`config.mk`:
```
export PLATFORM = sky130hd
export DESIGN_NAME = mem_access_unit
export DESIGN_NICKNAME = d
export VERILOG_FILES = /design/src/rtl/mem_access_unit.sv
export SDC_FILE = /design/constraint.sdc
export NUM_CORES = 1
export LEC_CHECK = 0
export ABC_AREA = 1
export CORE_MARGIN = 3
export CORE_UTILIZATION = 40
export CTS_BUF_LIST = sky130_fd_sc_hd__clkbuf_4 sky130_fd_sc_hd__clkbuf_8 sky130_fd_sc_hd__clkbuf_16
export DETAILED_ROUTE_END_ITERATION = 6
export GPL_TIMING_DRIVEN = 0
export PLACE_DENSITY = 0.8
export RECOVER_POWER = 50
export SYNTH_ARGS = -nofsm -noshare
export SYNTH_HDL_FRONTEND = slang
export SYNTH_SLANG_ARGS = --single-unit
```
`constraint.sdc`:
```
create_clock -name CLK -period 1.7 [get_ports CLK]
set_clock_uncertainty 0.15 [all_clocks]
set_input_delay 0.255 -clock CLK [delete_from_list [all_inputs] [get_ports CLK]]
set_output_delay 0.255 -clock CLK [all_outputs]
set_load 0.005 [all_outputs]
```
`src/rtl/mem_access_unit.sv`:
```
// mem_access_unit
// Data-side memory access unit between the CPU memory stage and dmem.
// Adds sub-word loads (byte/halfword with sign or zero extension) and
// sub-word stores (two-cycle read-modify-write with a one-cycle stall).
// Misaligned accesses never write and raise a sticky AlignFault.
//
// Ports:
//   CLK, Reset        clock, asynchronous active-low reset
//   MemWriteM         store request
//   MemReadM          load request
//   MemoryControl     [1:0] size (00 word, 01 byte, 10 half, 11 word),
//                     [2] 1 = zero-extend loads, 0 = sign-extend
//   ALUOutM           byte address
//   WriteDataM        store data, right-aligned for sub-word stores
//   ReadDataM         extended load data
//   StallM            holds the CPU pipeline during the RMW read cycle
//   AlignFault        sticky misalignment flag
//   WE, A, WD         dmem write enable, word address, write data
//   RD                dmem read data (combinational from A)
module mem_access_unit #(
  parameter int SIZE = 32
) (
  input  logic            CLK,
  input  logic            Reset,
  input  logic            MemWriteM,
  input  logic            MemReadM,
  input  logic [2:0]      MemoryControl,
  input  logic [SIZE-1:0] ALUOutM,
  input  logic [SIZE-1:0] WriteDataM,
  output logic [SIZE-1:0] ReadDataM,
  output logic            StallM,
  output logic            AlignFault,
  output logic            WE,
  output logic [SIZE-1:0] A,
  output logic [SIZE-1:0] WD,
  input  logic [SIZE-1:0] RD
);

  typedef enum logic {IDLE, RMW_WR} state_t;

  state_t          state_q, state_d;
  logic [SIZE-1:0] merged_q, merged_d;
  logic            align_fault_q, align_fault_d;

  logic            is_byte, is_half, is_word, zext, misaligned, req;
  logic            we_raw, stall_raw;
  logic [7:0]      byte_lane;
  logic [15:0]     half_lane;

  function automatic logic [31:0] ext_byte(input logic [7:0] b, input logic z);
    logic signed [7:0]  sb;
    logic signed [31:0] sw;
    sb = b;
    sw = sb;
    return z ? {24'b0, b} : sw;
  endfunction

  function automatic logic [31:0] ext_half(input logic [15:0] h, input logic z);
    logic signed [15:0] sh;
    logic signed [31:0] sw;
    sh = h;
    sw = sh;
    return z ? {16'b0, h} : sw;
  endfunction

  // Replace one byte or halfword lane of the current dmem word.
  function automatic logic [31:0] merge_lane(input logic [31:0] word,
                                             input logic [31:0] data,
                                             input logic [1:0]  addr,
                                             input logic        half);
    logic [31:0] m;
    m = word;
    if (half) begin
      if (addr[1]) m[31:16] = data[15:0];
      else         m[15:0]  = data[15:0];
    end else begin
      case (addr)
        2'd0:    m[7:0]   = data[7:0];
        2'd1:    m[15:8]  = data[7:0];
        2'd2:    m[23:16] = data[7:0];
        default: m[31:24] = data[7:0];
      endcase
    end
    return m;
  endfunction

  assign is_byte    = (MemoryControl[1:0] == 2'b01);
  assign is_half    = (MemoryControl[1:0] == 2'b10);
  assign is_word    = !is_byte && !is_half;
  assign zext       = MemoryControl[2];
  assign misaligned = (is_word && (ALUOutM[1:0] != 2'b00)) || (is_half && ALUOutM[0]);
  assign req        = MemWriteM || MemReadM;

  assign A          = {ALUOutM[SIZE-1:2], 2'b00};
  assign byte_lane  = RD[8*ALUOutM[1:0] +: 8];
  assign half_lane  = ALUOutM[1] ? RD[31:16] : RD[15:0];

  always_comb begin
    if (misaligned)   ReadDataM = '0;
    else if (is_byte) ReadDataM = ext_byte(byte_lane, zext);
    else if (is_half) ReadDataM = ext_half(half_lane, zext);
    else              ReadDataM = RD;
  end

  always_comb begin
    state_d       = state_q;
    merged_d      = merged_q;
    align_fault_d = align_fault_q || (req && misaligned);
    we_raw        = 1'b0;
    stall_raw     = 1'b0;
    WD            = WriteDataM;
    case (state_q)
      IDLE: begin
        if (MemWriteM && !misaligned) begin
          if (is_word) begin
            we_raw = 1'b1;
          end else begin
            stall_raw = 1'b1;
            merged_d  = merge_lane(RD, WriteDataM, ALUOutM[1:0], is_half);
            state_d   = RMW_WR;
          end
        end
      end
      RMW_WR: begin
        we_raw  = 1'b1;
        WD      = merged_q;
        state_d = IDLE;
      end
      default: state_d = IDLE;
    endcase
  end

  // Gate with Reset so a pending request cannot write or stall while in reset.
  assign WE         = we_raw && Reset;
  assign StallM     = stall_raw && Reset;
  assign AlignFault = align_fault_q;

  always_ff @(posedge CLK or negedge Reset) begin
    if (!Reset) begin
      state_q       <= IDLE;
      merged_q      <= '0;
      align_fault_q <= 1'b0;
    end else begin
      state_q       <= state_d;
      merged_q      <= merged_d;
      align_fault_q <= align_fault_d;
    end
  end

endmodule

```
==> Word-level counts from Yosys, hierarchy flattened <==
Cells that the tools add are included.
{ "totals": {"regBits": 34, "inputBits": 103, "output_inout_bits": 99, "elab_cells": 48} }
{ "classes": {"n_eq_ne": 4, "shifts": 1, "n_mux": 21, "bitwise": 2, "n_reduce_logical": 17} }
{ "ops": {"columns": ["op", "n"], "rows": [
  ["$mux 32", 7],
  ["$mux 16", 3],
  ["$mux 8", 4],
  ["$shiftx 32x6->8", 1],
  ["$logic_and 1x1->1", 7],
  ["$mux 1", 5],
  ["$eq 2x1->1 const B", 2],
  ["$eq 2x2->1 const B", 2],
  ["$pmux 1 s2", 2],
  ["$logic_not 1->1", 3],
  ["$logic_or 1x1->1", 3],
  ["$reduce_and 3->1", 1],
  ["$reduce_or 3->1", 1],
  ["$logic_not 2->1", 1],
  ["$not 1->1", 2],
  ["$reduce_bool 2->1", 1]
]} }

==> Logic depth before layout (Yosys ltp) <==
{ "logic_depth": {"word_depth": 10, "mapped_depth": 10, "depth_no_buf": 9} }

==> Least setup slack after synthesis <==
OpenSTA, ideal clock, no wires.
{ "synth_path": {"kind": "input to output", "from": "in MemoryControl[0]", "to": "out ReadDataM[27]", "t_arrival_ns": 1.242, "path_slack_ns": 0.053, "stages": 9, "path_buffers": 1, "path_cell_list": "inv_1 > ha_1 > inv_2 > clkbuf_1 > nand2_1 > nand3_1 > nand2_1 > inv_1 > nor2_1"} }
{ "synth_between": {"elab_chain_len": 6, "word_cells_on_any_way": 11, "cone_classes": "eq/ne: 2; mux: 3; reduce/logical: 6"} }
{ "synth_rtl": {"columns": ["element", "line_no", "source"], "rows": [
  ["start: declaration", "27", "input logic [2:0] MemoryControl,"],
  ["$eq 2x1->1 / $eq 2x2->1 (equally long branches)", "87, 88", null],
  ["$logic_not 1->1", "89", "assign is_word = !is_byte && !is_half;"],
  ["$logic_and 1x1->1", "89", null],
  ["$logic_and 1x1->1", "91", "assign misaligned = (is_word && (ALUOutM[1:0] != 2'b00)) || (is_half && ALUOutM[0]);"],
  ["$logic_or 1x1->1", "91", null],
  ["$mux 32 (*)", "99", "if (misaligned) ReadDataM = '0;"],
  ["end: declaration", "30", "output logic [SIZE-1:0] ReadDataM,"]
]} }
Mark *: on every way between the ends. The rest lies on a longest branch, timed or not.

==> Worst setup path after layout <==
{ "layout_path": {"from": "in MemoryControl[0]", "to": "out WE"} }
{ "layout_between": {"elab_chain_len": 10, "word_cells_on_any_way": 14, "cone_classes": "eq/ne: 2; mux: 3; reduce/logical: 9"} }
{ "layout_rtl": {"columns": ["element", "line_no", "source"], "rows": [
  ["$eq 2x1->1 / $eq 2x2->1 (equally long branches)", "87, 88", null],
  ["$logic_not 1->1", "89", null],
  ["$logic_and 1x1->1", "89", null],
  ["$logic_and 1x1->1", "91", null],
  ["$logic_or 1x1->1", "91", null],
  ["$logic_not 1->1", "114", "if (MemWriteM && !misaligned) begin"],
  ["$logic_and 1x1->1", "114", null],
  ["$mux 1 (*)", "114", null],
  ["$pmux 1 s2 (*)", "112", "case (state_q)"],
  ["$logic_and 1x1->1 (*)", "134", "assign WE = we_raw && Reset;"],
  ["end: declaration", "33", "output logic WE,"]
]} }
Marked as above.

==> flow_metrics.py <==
metrics = {
    "outcome": {
        "violations": "negative hold slack, negative setup slack",
        "status": "finished with violations",
    },
    "global_routing": {
        "grt_pass1_wl_microns": 28100,
        "antenna_found_initial": 0,
        "grt_max_degree": 37,
        "grt_usage_pct": 35.6,
        "grt_pass1_vias": 5311,
        "grt_overflow": 0,
    },
    "critical_path": {
        "cp.required_ns": 1.29,
        "r2r_end": "merged_q[19]",
        "timing.rr.start": "state_q",
        "critPathCaptureType": "primary output",
        "slowest_stage": "a21oi_2",
        "path_max_fanout": 5,
        "crit_family": "buffers and inverters",
        "path_cells": "buf_8, inv_4, ha_4, inv_4, nand2_4, buf_12, nand2_8, buf_4, nand2_2, a21oi_2, buf_2",
        "worst_path_largest_cell_delay_ns": 0.31,
        "cpMostUsedCell": "inv_4",
        "worst_ep_arrival_time_ns": 1.68,
        "criticalPathCategory": "in2out",
        "reg2reg_depth": 6,
        "start_kind": "primary input",
        "cp-startpoint": "MemoryControl[0]",
        "crit_buf_inv": 6,
        "cp.depth": 11,
        "endpoint": "WE",
        "r2r_slack_ns": 0.03,
    },
    "clock_network": {
        "cts.reportedPaths.clkPinSlew_ns": 0.09,
        "tritoncts": "built",
        "clock-sinks": 34,
        "worstSkewPairLatency_ns": 0.30,
        "cts_root_buf": "clkbuf_8",
        "cts_made_buffers": 5,
        "h-tree-depth": 2,
        "clk_path_buf_depth": 2,
    },
    "route": {
        "num_vias": 5648,
        "wl_microns": 21100,
        "route.detailed.drc": 0,
        "drt-initial-drc-count": 501,
        "vias_per_cell": 5.64,
        "final_antenna_net_count": 0,
        "avgRoutedWirePerCell_microns": 21.0,
        "drt_first_pass_iters": 6,
    },
    "final_layout": {
        "nets": 998,
        "n_antenna_cell": 0,
        "area_growth_pct": 78.2,
        "drive_gt1_share_pct": 34.9,
    },
    "pwr": {
        "power.leakage_uw": 0.00364,
        "vdd_drop_max_mv": 0.350,
        "p_total_uw": 4190,
        "power_density_nw_per_um2": 637,
    },
    "floorplan": {
        "die_y_microns": 102,
        "rows": 34,
        "core_sq_um": 8850,
        "io_pins": 202,
        "die_w_microns": 102,
        "start_util_pct": 41.7,
        "dieArea_sq_um": 10400,
    },
    "timing": {
        "worst-slew-pin-transition_ns": 0.554,
        "slew_headroom_pct": 63.1,
        "setup_violations": 66,
        "rsz0062_at_grt": "yes",
        "setup_slack_ns": -0.390,
        "slew_violations": 0,
        "whs_ns": -0.212,
        "max_freq_mhz": 479,
        "fin_crit_ns": 2.09,
        "hold_viol_final": 34,
        "finalCritPeriodShare_pct": 123,
    },
    "synth": {
        "synth_top_area_share_pct": 29.1,
        "netlist_instances": 676,
        "yosysUniqueCellTypes": 27,
        "synth_seq_cells": 34,
        "ys_warn_count": 0,
        "yosysTopAreaCell": "nand2_1",
        "synthTopCellsByArea": "nand2_1 (29%), dfrtp_1 (23%), o21ai_0 (8.1%), buf_4 (7.7%), inv_1 (7.4%)",
        "syn_area_sq_um": 3690,
        "synth-seq-area-share_pct": 23.1,
        "syn_avg_cell_area_sq_um": 5.45,
    },
    "job": {
        "maxCapViolCount": 0,
    },
    "worst_hold_path": {
        "hp-class": "in2async",
    },
    "placement": {
        "gp_congestion": 0.954,
        "dp_hpwl_microns": 13200,
        "port_buffers": 167,
    },
}
[kinds of logic after synthesis]
kind of cell / count (synthesis) / share of synthesized area [%]
compound gates: 98 / 13.7
other cells: 1 / 0.102
flops: 34 / 23.1
buf+inv: 145 / 19.8
fa+ha+maj: 2 / 0.679
simple gates: 396 / 42.6
[worst min-delay path by stage]
| stage | from | end | slack [ns] | cells past startpoint |
|---|---|---|---|---|
| 2_1_floorplan | Reset | AlignFault | -0.19 | 0 |
| 3_3_place_gp | AlignFault | AlignFault | 0.31 | 1 |
| 3_5_place_dp | Reset | merged_q[9] | 0.22 | 1 |
| 6_report | Reset | merged_q[11] | -0.21 | 1 |
| 4_1_cts | Reset | merged_q[8] | -0.1 | 1 |
| 5_1_grt | Reset | merged_q[13] | -0.17 | 1 |
[where the power goes]
group / switching [uW] / total (uW) / internal, uW
Sequential: 215 / 1260 / 1040
Clock: 352 / 696 / 344
Combinational: 1190 / 2230 / 1040
Total: 1760 / 4190 / 2430
[stage by stage]
step / cells / area, sq um / setup slack, ns / utilization [%] / TNS, ns
finish: 1002 / 6570 / -0.390 / 74.3 / -11.50
CTS: 1000 / 6190 / -0.219 / 69.9 / -8.88
global route: 1002 / 6570 / -0.491 / 74.3 / -13.37
floorplan: 677 / 3690 / 0.0529 / - / 0
global placement: 952 / 5500 / -1.33 / 62.1 / -81.66
detailed placement: 952 / 5490 / -1.28 / 62.1 / -70.20
[cells in the final DEF, fill, tap and decap left out, types with 4 or more instances in the layout]
master,count
a21oi_2,6
clkbuf_8,10
o21ai_0,33
clkdlybuf4s50_1,86
nand3_1,40
dfrtp_1,33
nor2_2,12
buf_6,30
buf_8,8
buf_12,4
buf_4,52
nand2_1,229
buf_2,66
nand2_4,25
nand2_2,35
nor2_4,21
nor2_1,30
a21oi_1,25
inv_2,6
o21ai_1,20
clkbuf_4,5
o21ai_2,11
inv_1,69
dlygate4sd2_1,11
[cells in the mapped netlist]
master,n
nor2_4,1
nand3_2,2
o21bai_1,1
nor2_1,61
inv_4,1
buf_4,38
dfrtp_1,34
a21oi_2,1
inv_1,73
clkbuf_1,9
clkbuf_2,1
conb_1,1
nor2b_1,1
buf_1,1
o21ai_0,60
ha_1,2
nand3_1,40
a21oi_1,30
buf_2,14
nor2_2,1
clkinv_1,1
nand2_1,286
buf_6,3
o21ai_1,5
a22oi_2,1
inv_2,4
nand2_2,4
[routing by layer]
layer / track usage, % / share of wire [%]
met1: 44.4 / 36
met2: 59.0 / 47
met3: 7.10 / 12
met4: 16.5 / 5.1
met5: 0 / 0
[final cells by class]
class                   count  area [sq um]
repair buffers            211          1910
fillers                   646          2280
inverters                  79           309
multi-input cells         498          2680
flip-flops and latches     34           852
clock inverters             1          5.00
well taps                 108           135
clock buffers               7          90.1
plain buffers              64           588
[repair_timing]
item	in CTS	in global routing
gates resized for setup	450	117
hold endpoints to repair	34	34
buffers inserted	33	6
setup endpoints to repair	100	67
pin swaps	31	20
cloned	7	1
[flip-flops by register name, indices dropped and copies added, names as in the netlist]
signal / count
AlignFault: 1
merged_q: 32
state_q: 1
Note: power is estimated with default switching activity, not from simulation.
